<file path="src/rtl/countdown_timer.sv">
// countdown_timer
// ---------------
// Countdown timer for the digital clock. A clamped H:M:S preset is loaded,
// then decremented by 1 ms on every Clock_1MSec edge while running. When the
// count reaches 0:00:00.000 the timer enters EXPIRED, raises Done_T, and pulses
// Alarm_T for exactly ALARM_MS cycles. The timer only advances while
// Control=1; with Control=0 every register holds.
//
// Ports:
//   Clock_1MSec  in   1 ms system clock
//   Reset        in   synchronous active-high reset (highest priority)
//   Control      in   1 = timer active, 0 = timer frozen
//   Load_T       in   load clamped preset (ignored in RUN)
//   Set_Hours/Set_Mins/Set_Secs  in  preset value
//   Start_T      in   start / resume
//   Stop_T       in   pause
//   Clear_T      in   clear to zero, go to IDLE
//   Hours_T/Mins_T/Secs_T/MSecs_T  out  remaining time
//   State_T      out  0=IDLE 1=RUN 2=PAUSE 3=EXPIRED
//   Done_T       out  high while EXPIRED
//   Alarm_T      out  high for ALARM_MS cycles from expiry
module countdown_timer #(
  parameter int unsigned ALARM_MS  = 3000,
  parameter int unsigned MAX_HOURS = 11
) (
  input  logic       Clock_1MSec,
  input  logic       Reset,
  input  logic       Control,
  input  logic       Load_T,
  input  logic [3:0] Set_Hours,
  input  logic [5:0] Set_Mins,
  input  logic [5:0] Set_Secs,
  input  logic       Start_T,
  input  logic       Stop_T,
  input  logic       Clear_T,
  output logic [3:0] Hours_T,
  output logic [5:0] Mins_T,
  output logic [5:0] Secs_T,
  output logic [9:0] MSecs_T,
  output logic [1:0] State_T,
  output logic       Done_T,
  output logic       Alarm_T
);

  localparam logic [1:0] ST_IDLE    = 2'd0;
  localparam logic [1:0] ST_RUN     = 2'd1;
  localparam logic [1:0] ST_PAUSE   = 2'd2;
  localparam logic [1:0] ST_EXPIRED = 2'd3;

  localparam logic [3:0]  MAX_H      = 4'(MAX_HOURS);
  localparam logic [15:0] ALARM_LOAD = 16'(ALARM_MS - 1);

  logic [1:0]  state_q, state_d;
  logic [3:0]  hours_q, hours_d;
  logic [5:0]  mins_q,  mins_d;
  logic [5:0]  secs_q,  secs_d;
  logic [9:0]  msecs_q, msecs_d;
  logic        done_q,  done_d;
  logic        alarm_q, alarm_d;
  logic [15:0] acnt_q,  acnt_d;

  // Command decode, already resolved against Clear > Load > Stop > Start.
  logic time_zero;
  logic do_load;
  logic do_stop;
  logic do_start;
  logic do_tick;
  logic expire_now;

  assign time_zero = (hours_q == 4'd0) && (mins_q == 6'd0) &&
                     (secs_q == 6'd0) && (msecs_q == 10'd0);
  assign do_load   = !Clear_T && Load_T && (state_q != ST_RUN);
  assign do_stop   = !Clear_T && Stop_T && (state_q == ST_RUN);
  assign do_start  = !Clear_T && !do_load && !do_stop && Start_T &&
                     (((state_q == ST_IDLE) && !time_zero) || (state_q == ST_PAUSE));
  // Load is never accepted in RUN, and Start never acts in RUN, so only Stop
  // and Clear can pre-empt the decrement.
  assign do_tick   = !Clear_T && !do_stop && (state_q == ST_RUN);
  // Last millisecond (or a degenerate zero count) ends the run on this edge.
  assign expire_now = do_tick && (hours_q == 4'd0) && (mins_q == 6'd0) &&
                      (secs_q == 6'd0) && (msecs_q <= 10'd1);

  // State and datapath registers: sync reset, then hold whenever Control=0.
  always_ff @(posedge Clock_1MSec) begin
    if (Reset) begin
      state_q <= ST_IDLE;
      hours_q <= 4'd0;
      mins_q  <= 6'd0;
      secs_q  <= 6'd0;
      msecs_q <= 10'd0;
      done_q  <= 1'b0;
      alarm_q <= 1'b0;
      acnt_q  <= 16'd0;
    end else if (Control) begin
      state_q <= state_d;
      hours_q <= hours_d;
      mins_q  <= mins_d;
      secs_q  <= secs_d;
      msecs_q <= msecs_d;
      done_q  <= done_d;
      alarm_q <= alarm_d;
      acnt_q  <= acnt_d;
    end else begin
      state_q <= state_q;
      hours_q <= hours_q;
      mins_q  <= mins_q;
      secs_q  <= secs_q;
      msecs_q <= msecs_q;
      done_q  <= done_q;
      alarm_q <= alarm_q;
      acnt_q  <= acnt_q;
    end
  end

  // Next-state logic.
  always_comb begin
    state_d = state_q;
    if (Clear_T || do_load) begin
      state_d = ST_IDLE;
    end else begin
      case (state_q)
        ST_IDLE:    state_d = do_start ? ST_RUN : ST_IDLE;
        ST_RUN: begin
          if (do_stop) begin
            state_d = ST_PAUSE;
          end else if (expire_now) begin
            state_d = ST_EXPIRED;
          end else begin
            state_d = ST_RUN;
          end
        end
        ST_PAUSE:   state_d = do_start ? ST_RUN : ST_PAUSE;
        ST_EXPIRED: state_d = ST_EXPIRED;
        default:    state_d = ST_IDLE;
      endcase
    end
  end

  // Time, flag and alarm-counter next values.
  always_comb begin
    hours_d = hours_q;
    mins_d  = mins_q;
    secs_d  = secs_q;
    msecs_d = msecs_q;
    done_d  = done_q;
    alarm_d = alarm_q;
    acnt_d  = acnt_q;
    if (Clear_T) begin
      hours_d = 4'd0;
      mins_d  = 6'd0;
      secs_d  = 6'd0;
      msecs_d = 10'd0;
      done_d  = 1'b0;
      alarm_d = 1'b0;
      acnt_d  = 16'd0;
    end else if (do_load) begin
      hours_d = (Set_Hours > MAX_H)  ? MAX_H : Set_Hours;
      mins_d  = (Set_Mins > 6'd59)   ? 6'd59 : Set_Mins;
      secs_d  = (Set_Secs > 6'd59)   ? 6'd59 : Set_Secs;
      msecs_d = 10'd0;
      done_d  = 1'b0;
      alarm_d = 1'b0;
      acnt_d  = 16'd0;
    end else if (expire_now) begin
      hours_d = 4'd0;
      mins_d  = 6'd0;
      secs_d  = 6'd0;
      msecs_d = 10'd0;
      done_d  = 1'b1;
      alarm_d = 1'b1;
      acnt_d  = ALARM_LOAD;
    end else if (do_tick) begin
      // Borrow chain ms -> s -> min -> h; hours cannot underflow because
      // expiry is detected one millisecond earlier.
      if (msecs_q != 10'd0) begin
        msecs_d = msecs_q - 10'd1;
      end else begin
        msecs_d = 10'd999;
        if (secs_q != 6'd0) begin
          secs_d = secs_q - 6'd1;
        end else begin
          secs_d = 6'd59;
          if (mins_q != 6'd0) begin
            mins_d = mins_q - 6'd1;
          end else begin
            mins_d  = 6'd59;
            hours_d = hours_q - 4'd1;
          end
        end
      end
    end else if ((state_q == ST_EXPIRED) && alarm_q) begin
      // Alarm drops on the edge that sees the counter at zero.
      if (acnt_q == 16'd0) begin
        alarm_d = 1'b0;
      end else begin
        acnt_d = acnt_q - 16'd1;
      end
    end else begin
      acnt_d = acnt_q;
    end
  end

  assign Hours_T = hours_q;
  assign Mins_T  = mins_q;
  assign Secs_T  = secs_q;
  assign MSecs_T = msecs_q;
  assign State_T = state_q;
  assign Done_T  = done_q;
  assign Alarm_T = alarm_q;

endmodule

</file>
<file path="config.mk">
export PLATFORM = sky130hd
export DESIGN_NAME = countdown_timer
export DESIGN_NICKNAME = d
export VERILOG_FILES = /design/src/rtl/countdown_timer.sv
export SDC_FILE = /design/constraint.sdc
export NUM_CORES = 1
export LEC_CHECK = 0
export CELL_PAD_IN_SITES_DETAIL_PLACEMENT = 1
export CELL_PAD_IN_SITES_GLOBAL_PLACEMENT = 2
export CORE_UTILIZATION = 30
export CTS_CLUSTER_DIAMETER = 60
export DETAILED_ROUTE_END_ITERATION = 10
export PLACE_DENSITY_LB_ADDON = 0.25
export REMOVE_ABC_BUFFERS = 1
export SLEW_MARGIN = 10
export SYNTH_ARGS = -nofsm -noshare
export SYNTH_HDL_FRONTEND = slang
export SYNTH_SLANG_ARGS = --single-unit
</file>
<file path="constraint.sdc">
create_clock -name Clock_1MSec -period 3.7 [get_ports Clock_1MSec]
set_input_delay 0.74 -clock Clock_1MSec [delete_from_list [all_inputs] [get_ports Clock_1MSec]]
set_output_delay 0.74 -clock Clock_1MSec [all_outputs]
set_load 0.1 [all_outputs]
</file>
==> results by group, run 1 <==
CTS
  – Worst-path clk slew: ~0.10 ns
  – Clock Sinks: 46
  – Max Root-Sink Buffers: 2
  – CTS Hold Bufs: 0
  – CTS H-tree lvls: 2
  – Root Buffer: clkbuf_8
  – CTS buffer count: 5
  – PostCTS Resize Cnt: 0
  – Post-CTS setup repair buffer count: 0
  – CTS tree: done
  – Clk_lat worst skew: ~0.3 ns

Route
  – Vias post-DR: 2986
  – DRT iter0 DRCs: 113
  – DRC violation count after routing: 0
  – Routed vias/inst: 5.332
  – Post-route ant nets: 0
  – WL/cell: 16.98 um
  – Drt first pass iters: 4
  – Total wire length: 9511 um

Layout
  – Fin cells: 560
  – Antenna diodes: 0
  – Area of the multi-input gates: 0.001892 mm2
  – Final-stage net count: 463
  – Area grow syn2layout: 25.28%
  – Reg area: 920.9 um2
  – Filler cells: 1179
  – Fraction of layout cells with a size suffix above 1: 0.08585

Timing
  – Clock Skew: 0.01042 ns
  – Minimum period implied by the final worst setup slack: 2.936 ns
  – Worst Tran Pin Value: 0.9899 ns
  – Highest Clock Rate: 0.3407 GHz
  – WHS: 0.4822 ns
  – Setup TNS: 0 ns
  – Max_slew headroom: 0.3380
  – Fin. Hold Viols: 0
  – Period utilization: 0.7934
  – Slew Limit Fails: 0
  – RSZ-0062 raised after global routing: false
  – Final setup fails: 0

Setup path
  – Crit path DAT: 3.16 ns
  – CP Cell Sequence: inv_1, ha_1, or4b_4, nor4_4, nand4_4, and2_4, or4_1, a21oi_1
  – Crit path max fanout: 9
  – CP required: 3.93 ns
  – CP peak stage delay: 0.51 ns
  – CP Capture Type: flop
  – Critical path class: reg -> reg
  – Crit-path slowest cell: or4b_4
  – CP Launch Type: flop

Synth
  – Post-synth EDFFs: 0
  – Post-synthesis async set-or-reset flop share: 0
  – Synth area leader: dfxtp_1
  – Most numerous cell in the Yosys netlist: dfxtp_1
  – Syn avg cell area: 7.757 um2
  – Cell count after synthesis: 381
  – Top_reg_cell synth: dfxtp_1
  – Commonest cells in the netlist: dfxtp_1 (46), nor2_1 (44), a21oi_1 (35)
  – Mapped Area: about 0.0030 mm2
  – Netlist cell types: 66
  – Area fraction of the dominant cell type after synthesis: 0.3116
  – Synth top area cells: dfxtp_1 (31%), a21oi_1 (5.9%), nor2_1 (5.6%)
  – Seq/Total Area, Yosys: 0.3116
  – Yosys warns: 0
  – #FFs+latches synth: 46

Floorplan
  – Die Width: 101.3 um
  – Full die area: 0.01025 mm2
  – Row Count: 35
  – Core area: 0.009371 mm2
  – Die Y: 101.3 um
  – Ports: 53
  – Initial Util: 0.3154

Power and ir drop
  – P_leak: 1.311 nW
  – PwrDens: roughly 420 mW/mm2
  – VDD IR-drop max: 194.5 uV

Hold path
  – Hold WC Path Type: reg -> reg

Global route
  – Initial antenna violation count: 0
  – Met3 Use GR: 0.02553
  – Most Crowded Layer GR: met2
  – First-pass GRT wire length: between 15000 and 20000 um
  – Grt total ovfl: 0
  – Number of global-route vias before repair: 3023
  – Global-route usage over all layers: 0.1956
  – Met2 Use GR: 0.3244
  – Pin count of the biggest net entering global routing: between 40 and 50
  – GR Layer Usage met1: 0.2723

Placement
  – Placed insts: 552
  – Placer congestion estimate: between 0.8 and 0.9
  – HPWL after detailed placement: roughly 7000 um
  – I/O Buffers: 52

Run status
  – Status: finished, final reports clean

Job
  – Total of max-cap violations: 0
-- worst paths after layout --
| kind | startpoint | endpoint | slack (ns) | cells after the start |
|---|---|---|---|---|
| min | Done_T | Done_T | 0.48 | 2 |
| min reg2reg | Done_T | Done_T | 0.48 | 2 |
| max reg2reg | Secs_T[1] | acnt_q[14] | 0.76 | 8 |
| max | Secs_T[1] | acnt_q[14] | 0.76 | 8 |
-- layout make-up --
class,count,share of cell area
Sequential cell,46,0.2487
Clock buffer,6,0.02230
Multi-Input combinational cell,301,0.5110
Timing Repair Buffer,58,0.1528
Inverter,18,0.01825
Tap cell,129,0.04360
Clock inverter,2,0.003380
-- through the flow --
step	total power [W]	util	area [um2]	setup slack, ns
floorplan	0.001032	-	2873	0.7079
global placement	0.001218	0.3849	3607	0.6348
detailed placement	0.001224	0.3849	3607	0.5399
CTS	0.001565	0.3951	3702	0.7740
global route	0.001646	0.3951	3702	0.5869
finish	0.001547	0.3951	3702	0.7645
-- logic make-up after synthesis --
group	share of synthesized area
adder cells (fa/ha/maj)	0.04234
flip-flops	0.3116
AND/OR/NAND/NOR	0.3048
AO/OA/AOI/OAI	0.2384
multiplexers	0.01355
XOR/XNOR	0.03853
buffers and inverters	0.05080
-- sequential cells by signal, indices dropped and copies added (netlist names) --
signal	cells
acnt_q	16
MSecs_T	10
Mins_T	6
Secs_T	6
Hours_T	4
State_T	2
Alarm_T	1
Done_T	1
-- cell usage in the layout, fill, tap and decap left out, types with 2 or more instances in the layout --
master / Yosys / final
a31o_2: 2 / 2
a31oi_1: 3 / 3
or4_1: 5 / 5
nand2_1: 30 / 30
xor2_1: 3 / 3
xnor2_1: 10 / 10
o221ai_1: 2 / 2
or2_2: 6 / 6
a311oi_1: 2 / 2
a2111oi_0: 3 / 3
nand2b_1: 8 / 8
nand3_1: 13 / 13
nor2b_1: 2 / 2
o31ai_1: 4 / 4
inv_1: 18 / 18
o21ai_0: 30 / 30
ha_1: 10 / 10
clkdlybuf4s50_1: 0 / 52
mux2i_1: 4 / 4
dfxtp_1: 46 / 46
or3_1: 2 / 2
nor3_1: 23 / 23
nor4_1: 5 / 5
a41oi_1: 2 / 2
a32oi_1: 3 / 3
a211oi_1: 10 / 10
nor2_1: 44 / 44
nand3b_1: 6 / 6
clkbuf_8: 1 / 6
buf_4: 0 / 6
a21oi_1: 35 / 35
nor4_4: 2 / 2
-- worst max-delay path: cells and delay by family (launching register included) --
kind,cells,cell delay [ns]
AO/OA/AOI/OAI,1,0.15
adder cells (fa/ha/maj),1,0.26
AND/OR/NAND/NOR,5,1.99
buffers and inverters,1,0.10
flip-flops,1,0.35
-- layer usage --
metal  vias up  part of all wire  wire [um]
met5         -                 0          0
met4         0            0.0082         78
met3         6             0.026        246
met2        49              0.44       4200
met1      1438              0.52       4985
li1       1493                 -          -
-- report_power, final --
group	switching, W	internal (W)
clock	0.000182	0.000151
sequential	0.0000487	0.000528
combinational	0.000426	0.000211
No activity file was read; power rests on OpenSTA's default activity.
==> run 2, diff against run 1 <==
==> constraint.sdc (replaced) <==
create_clock -name Clock_1MSec -period 3 [get_ports Clock_1MSec]
set_input_delay 0.6 -clock Clock_1MSec [delete_from_list [all_inputs] [get_ports Clock_1MSec]]
set_output_delay 0.6 -clock Clock_1MSec [all_outputs]
set_load 0.1 [all_outputs]
==> run 2 against run 1 <==
First-iteration DRC count is 6.2% lower. Total power is 26% higher. Global-route usage is 0.88 points higher. Sequential share of layout area is 0.13 points lower. Setup slack worse by 0.58 ns. Sequential power is 23% higher. Clock power is 33% higher. Highest routed layer unchanged. Combinational power is 25% higher. Critical path depth is 1 higher.
==> results by group, run 2 (synthesis gave the netlist of run 1 again) <==
Run status
  – Status: finished, final reports clean

Global route
  – Global-route usage over all layers: 0.2043
  – Grt total ovfl: 0
  – First-pass GRT wire length: 16530 um
  – Number of global-route vias before repair: between 3000 and 4000
  – Pin count of the biggest net entering global routing: 45
  – Initial antenna violation count: 0

Timing
  – Clock Skew: just over 0.01 ns
  – Period utilization: 0.9395
  – Post-route setup slack: 0.1815 ns
  – Final setup fails: 0
  – Highest Clock Rate: 0.3548 GHz
  – Setup TNS: 0 ns
  – Minimum period implied by the final worst setup slack: 2.819 ns
  – Slew Limit Fails: 0
  – Worst Tran Pin Value: 0.7444 ns
  – Fin. Hold Viols: 0
  – Max_slew headroom: 0.4999

Floorplan
  – Die Y: slightly above 100 um
  – Full die area: 0.01025 mm2
  – Ports: 53
  – Core area: approximately 0.0094 mm2
  – Initial Util: 0.3154
  – Row Count: 35
  – Die Width: 101.3 um

Power and ir drop
  – Switching portion of total power: 0.4205
  – Net switching power: approximately 0.00082 W
  – Clk pwr share: 0.227
  – P_leak: about 1.4 nW
  – Sequential share of power: 0.365
  – PwrDens: 524.0 mW/mm2
  – Combinational fraction of design power: 0.408
  – Total power: 0.001950 W
  – VDD IR-drop max: 211.4 uV
  – Pint: around 0.0011 W

Setup path
  – RR Startpoint: Secs_T[0]
  – RR Endpoint: acnt_q[14]
  – CP Capture Type: flop
  – CP Launch Type: flop
  – Critical path class: reg -> reg
  – R2R cell count: 9
  – WP buf/inv: 2
  – Crit path DAT: 3.05 ns
  – Crit path max fanout: 9
  – CP peak stage delay: 0.50 ns
  – Critical path's top delay family: simple AND/OR/NAND/NOR gates
  – CP required: 3.24 ns
  – Crit-path slowest cell: or4b_4
  – Setup slack, reg-to-reg: roughly 0.18 ns
  – CP Cell Sequence: inv_1, ha_2, or4b_4, nor4_4, buf_4, nand4_4, and2_4, or4_1, a21oi_1

Placement
  – I/O Buffers: 52
  – Placer congestion estimate: 0.7631
  – Pre-CTS WS: 0.1308 ns
  – HPWL after detailed placement: 7230 um
  – Placed insts: 561
  – Placed inst area: roughly 0.0036 mm2

Route
  – DRC violation count after routing: 0
  – Post-route ant nets: 0
  – DRT iter0 DRCs: 106
  – Vias post-DR: 3058
  – WL/cell: around 17 um
  – Drt first pass iters: 5
  – Routed vias/inst: around 5.4
  – Total wire length: 9856 um

Hold path
  – Hold endpoint: Done_T
  – Hold Crit Depth: 2
  – Hold Path Origin: Done_T
  – Hold WC Path Type: reg -> reg

Layout
  – Reg with most FFs: acnt_q
  – Final-stage net count: around 470
  – Max reg flops: 16
  – Most frequent cells in the layout: buf_4 (47), dfxtp_1 (46), nor2_1 (44)
  – Most common cell after layout, fill and taps aside: buf_4
  – Fin cells: 571
  – Antenna diodes: 0
  – Area grow syn2layout: 25.95%
  – Fraction of layout cells with a size suffix above 1: 0.1787
  – Fin area: roughly 0.0037 mm2

CTS
  – CTS Hold Bufs: 0
  – CTS tree: done
  – Clk_lat worst skew: 0.30 ns
  – Clock Sinks: 46
  – CTS H-tree lvls: 2
  – CTS buffer count: 5
  – Root Buffer: clkbuf_8
  – Max Root-Sink Buffers: 2
  – Worst-path clk slew: 0.10 ns

Job
  – Total of max-cap violations: 0
## run 2: final cells by class
class | count | area [um2]
timing repair buffer | 69 | 573.1
sequential | 46 | 920.9
inverter | 18 | 67.56
multi-input combinational | 301 | 1894
clock buffer | 7 | 96.34
clock inverter | 1 | 8.758
fill | 1164 | 5649
tap | 129 | 161.4
## run 2: what timing repair did
action	CTS	global route
hold endpoints to repair	0	0
resized for setup	0	1
endpoints found under the setup margin	0	4
setup buffers	0	2
## run 2: how the worst max path moves through the flow
stage / start / end / slack (ns) / depth (start not counted)
floorplan: Secs_T[1] / Secs_T[2] / 0.008 / 8
global placement: Secs_T[0] / acnt_q[12] / 0.13 / 8
detailed placement: Secs_T[0] / acnt_q[14] / 0.13 / 8
CTS: Secs_T[0] / acnt_q[14] / 0.09 / 8
global route: Secs_T[0] / acnt_q[15] / -0.01 / 9
finish: Secs_T[0] / acnt_q[14] / 0.18 / 9
## run 2: tightest hold or removal path, cell delays in order (launching register included)
cell	delay (ns)
dfxtp_1	0.32
nand2_1	0.05
a21oi_1	0.05
## run 2: power by group through the flow
| stage | registers, W | logic (W) | clock network, W |
|---|---|---|---|
| 6_report | 0.000712 | 0.000796 | 0.000442 |
| 5_1_grt | 0.000721 | 0.000862 | 0.000482 |
| 4_1_cts | 0.000712 | 0.000793 | 0.000461 |
| 3_5_place_dp | 0.000726 | 0.000788 | 0 |
| 3_3_place_gp | 0.000725 | 0.000779 | 0 |
| 2_1_floorplan | 0.000918 | 0.000355 | 0 |
## run 2: per-stage QoR
| step | utilization | hold slack [ns] |
|---|---|---|
| floorplan | - | 0.4506 |
| global placement | 0.3841 | 0.4483 |
| detailed placement | 0.3841 | 0.4635 |
| CTS | 0.3953 | 0.4785 |
| global route | 0.3972 | 0.5011 |
| finish | 0.3972 | 0.4700 |
## run 2: layer usage
layer	up-vias	track usage	routed length (um)
met4	0	0.03790	68
li1	1509	-	-
met1	1491	0.2804	4850
met3	5	0.02001	270
met2	53	0.3496	4666
met5	-	0	0
==> run 3, diff against run 2 <==
--- a/config.mk
+++ b/config.mk
@@ -7,11 +7,13 @@
 export LEC_CHECK = 0
 export CELL_PAD_IN_SITES_DETAIL_PLACEMENT = 1
 export CELL_PAD_IN_SITES_GLOBAL_PLACEMENT = 2
-export CORE_UTILIZATION = 30
+export CORE_UTILIZATION = 36
 export CTS_CLUSTER_DIAMETER = 60
 export DETAILED_ROUTE_END_ITERATION = 10
+export DONT_BUFFER_PORTS = 1
 export PLACE_DENSITY_LB_ADDON = 0.25
 export REMOVE_ABC_BUFFERS = 1
+export SETUP_SLACK_MARGIN = 0.4
 export SLEW_MARGIN = 10
 export SYNTH_ARGS = -nofsm -noshare
 export SYNTH_HDL_FRONTEND = slang
==> constraint.sdc (replaced) <==
create_clock -name Clock_1MSec -period 3.13 [get_ports Clock_1MSec]
set_input_delay 0.626 -clock Clock_1MSec [delete_from_list [all_inputs] [get_ports Clock_1MSec]]
set_output_delay 0.626 -clock Clock_1MSec [all_outputs]
set_load 0.1 [all_outputs]
==> run 3 against run 2 <==
Register-to-register slack better by 0.29 ns. Non-clock buffer count is 26 lower. Via count is 2.1% lower. Setup slack better by 0.29 ns. Routed wire length is 3.0% lower. Sequential share of layout area is 1.9 points higher. Critical path depth is 1 higher. Total power is 7.2% lower. Sequential power is 7.9% lower. Count of clock-buffer cells in the layout stayed put. Final cell count is 9.1% lower. Final area is 7.3% lower. Critical path type unchanged. Critical endpoint is now Secs_T[4]. Largest power group unchanged. Highest routed layer unchanged.
==> results by group, run 3 (synthesis gave the netlist of run 1 again) <==
CTS
  – CTS H-tree lvls: 2
  – Clock Sinks: 46
  – Worst-path clk slew: 0.09 ns
  – CTS Hold Bufs: 0
  – Max Root-Sink Buffers: 2
  – Clk_lat worst skew: 0.31 ns
  – CTS tree: done
  – Root Buffer: clkbuf_8
  – CTS buffer count: 5

Power and ir drop
  – VDD IR-drop max: 207.6 uV
  – Total power: 0.001809 W
  – PwrDens: between 500 and 600 mW/mm2
  – P_leak: 1.324 nW

Global route
  – Grt total ovfl: 0
  – Initial antenna violation count: 0
  – First-pass GRT wire length: roughly 16000 um
  – Pin count of the biggest net entering global routing: 46
  – Number of global-route vias before repair: 3043
  – Global-route usage over all layers: 0.2287

Route
  – Routed vias/inst: 5.769
  – WL/cell: 18.42 um
  – Total wire length: 9560 um
  – Drt first pass iters: 4
  – Vias post-DR: 2994
  – Post-route ant nets: 0
  – DRT iter0 DRCs: between 100 and 150
  – DRC violation count after routing: 0

Timing
  – Clock Skew: 0.008202 ns
  – Highest Clock Rate: 0.3756 GHz
  – Worst Tran Pin Value: 0.9545 ns
  – Final setup fails: 0
  – Minimum period implied by the final worst setup slack: roughly 2.7 ns
  – Max_slew headroom: 0.3628
  – Slew Limit Fails: 0
  – Period utilization: 0.8507
  – Setup TNS: 0 ns
  – Fin. Hold Viols: 0
  – RSZ-0062 raised after global routing: true

Hold path
  – Hold Crit Depth: 1
  – Hold Path Origin: Reset
  – Hold WC Path Type: in -> reg
  – Hold endpoint: MSecs_T[5]

Layout
  – Fraction of layout cells with a size suffix above 1: 0.1894
  – Filler cells: 1003
  – Final-stage net count: 449
  – Most frequent cells in the layout: dfxtp_1 (46), nor2_1 (44), buf_4 (42)
  – Most common cell after layout, fill and taps aside: dfxtp_1
  – Max reg flops: 16
  – Area grow syn2layout: 16.77%
  – Reg with most FFs: acnt_q
  – Antenna diodes: 0

Floorplan
  – Die Y: 92.61 um
  – Die Width: 92.61 um
  – Full die area: 0.008576 mm2
  – Core area: 0.007848 mm2
  – Ports: 53
  – Row Count: 32
  – Initial Util: 0.3766

Setup path
  – Critical path class: reg -> reg
  – RR Startpoint: Secs_T[0]
  – RR Endpoint: Secs_T[4]
  – Crit path DAT: 2.87 ns
  – R2R cell count: 10
  – Setup slack, reg-to-reg: 0.47 ns
  – CP required: between 3 and 4 ns
  – CP Capture Type: flop
  – CP Launch Type: flop
  – Crit path max fanout: 10

Placement
  – Placer congestion estimate: 0.8340
  – I/O Buffers: 0
  – HPWL after detailed placement: 6870 um

Run status
  – Status: finished, final reports clean

Job
  – Total of max-cap violations: 0
## run 3: how the worst max path moves through the flow
stage,start,endpoint,slack [ns],cells after the start
after floorplan,Secs_T[1],Secs_T[2],0.14,8
after global placement,acnt_q[0],acnt_q[7],0.46,8
after detailed placement,acnt_q[0],acnt_q[7],0.40,8
after CTS,Secs_T[1],acnt_q[15],0.47,8
after global routing,Secs_T[0],acnt_q[6],0.34,9
final,Secs_T[0],Secs_T[4],0.47,10
## run 3: critical path: stages, from the launching register on
cell	delay, ns
dfxtp_1	0.33
inv_1	0.08
ha_1	0.16
or4b_4	0.49
nor4_4	0.35
buf_4	0.19
buf_4	0.11
a31o_2	0.31
a2bb2o_1	0.32
a32oi_1	0.16
nor2_1	0.05
## run 3: metrics by stage
| step | hold slack [ns] | util | instances | instance area, um2 | setup slack (ns) |
|---|---|---|---|---|---|
| 2_1_floorplan | 0.4506 | - | 365 | 2873 | 0.1379 |
| 3_5_place_dp | 0.5140 | 0.4168 | 502 | 3271 | 0.3954 |
| 3_3_place_gp | 0.4958 | 0.4168 | 502 | 3271 | 0.4635 |
| 4_1_cts | 0.3759 | 0.4313 | 513 | 3385 | 0.4675 |
| 6_report | 0.3837 | 0.4397 | 519 | 3451 | 0.4673 |
| 5_1_grt | 0.3746 | 0.4397 | 519 | 3451 | 0.3407 |
## run 3: timing repair
| item | CTS | global route |
|---|---|---|
| gates cloned | 0 | 1 |
| pin swaps | 1 | 6 |
| gates resized for setup | 0 | 9 |
| endpoints found under the setup margin | 4 | 16 |
| buffers inserted | 3 | 5 |
## run 3: final cells by class
type | instances | area [um2] | area share
clock buffers | 7 | 86.33 | 0.02502
inverters | 18 | 67.56 | 0.01958
repair buffers | 43 | 326.6 | 0.09463
multi-input cells | 302 | 1917 | 0.5555
well taps | 102 | 127.6 | 0.03698
clock inverters | 1 | 5.005 | 0.001450
flip-flops and latches | 46 | 920.9 | 0.2669
## run 3: report_power, final
part / internal (W) / switching [W]
sequential: 0.000625 / 0.0000311
clock: 0.000179 / 0.000211
combinational: 0.000240 / 0.000523
## run 3: layer usage
metal / vias to the layer above / GRT usage / routed length, um
li1: 1466 / - / -
met1: 1462 / 0.3147 / 4599
met2: 60 / 0.3685 / 4432
met3: 6 / 0.04598 / 449
met4: 0 / 0.04818 / 79
met5: - / 0 / 0
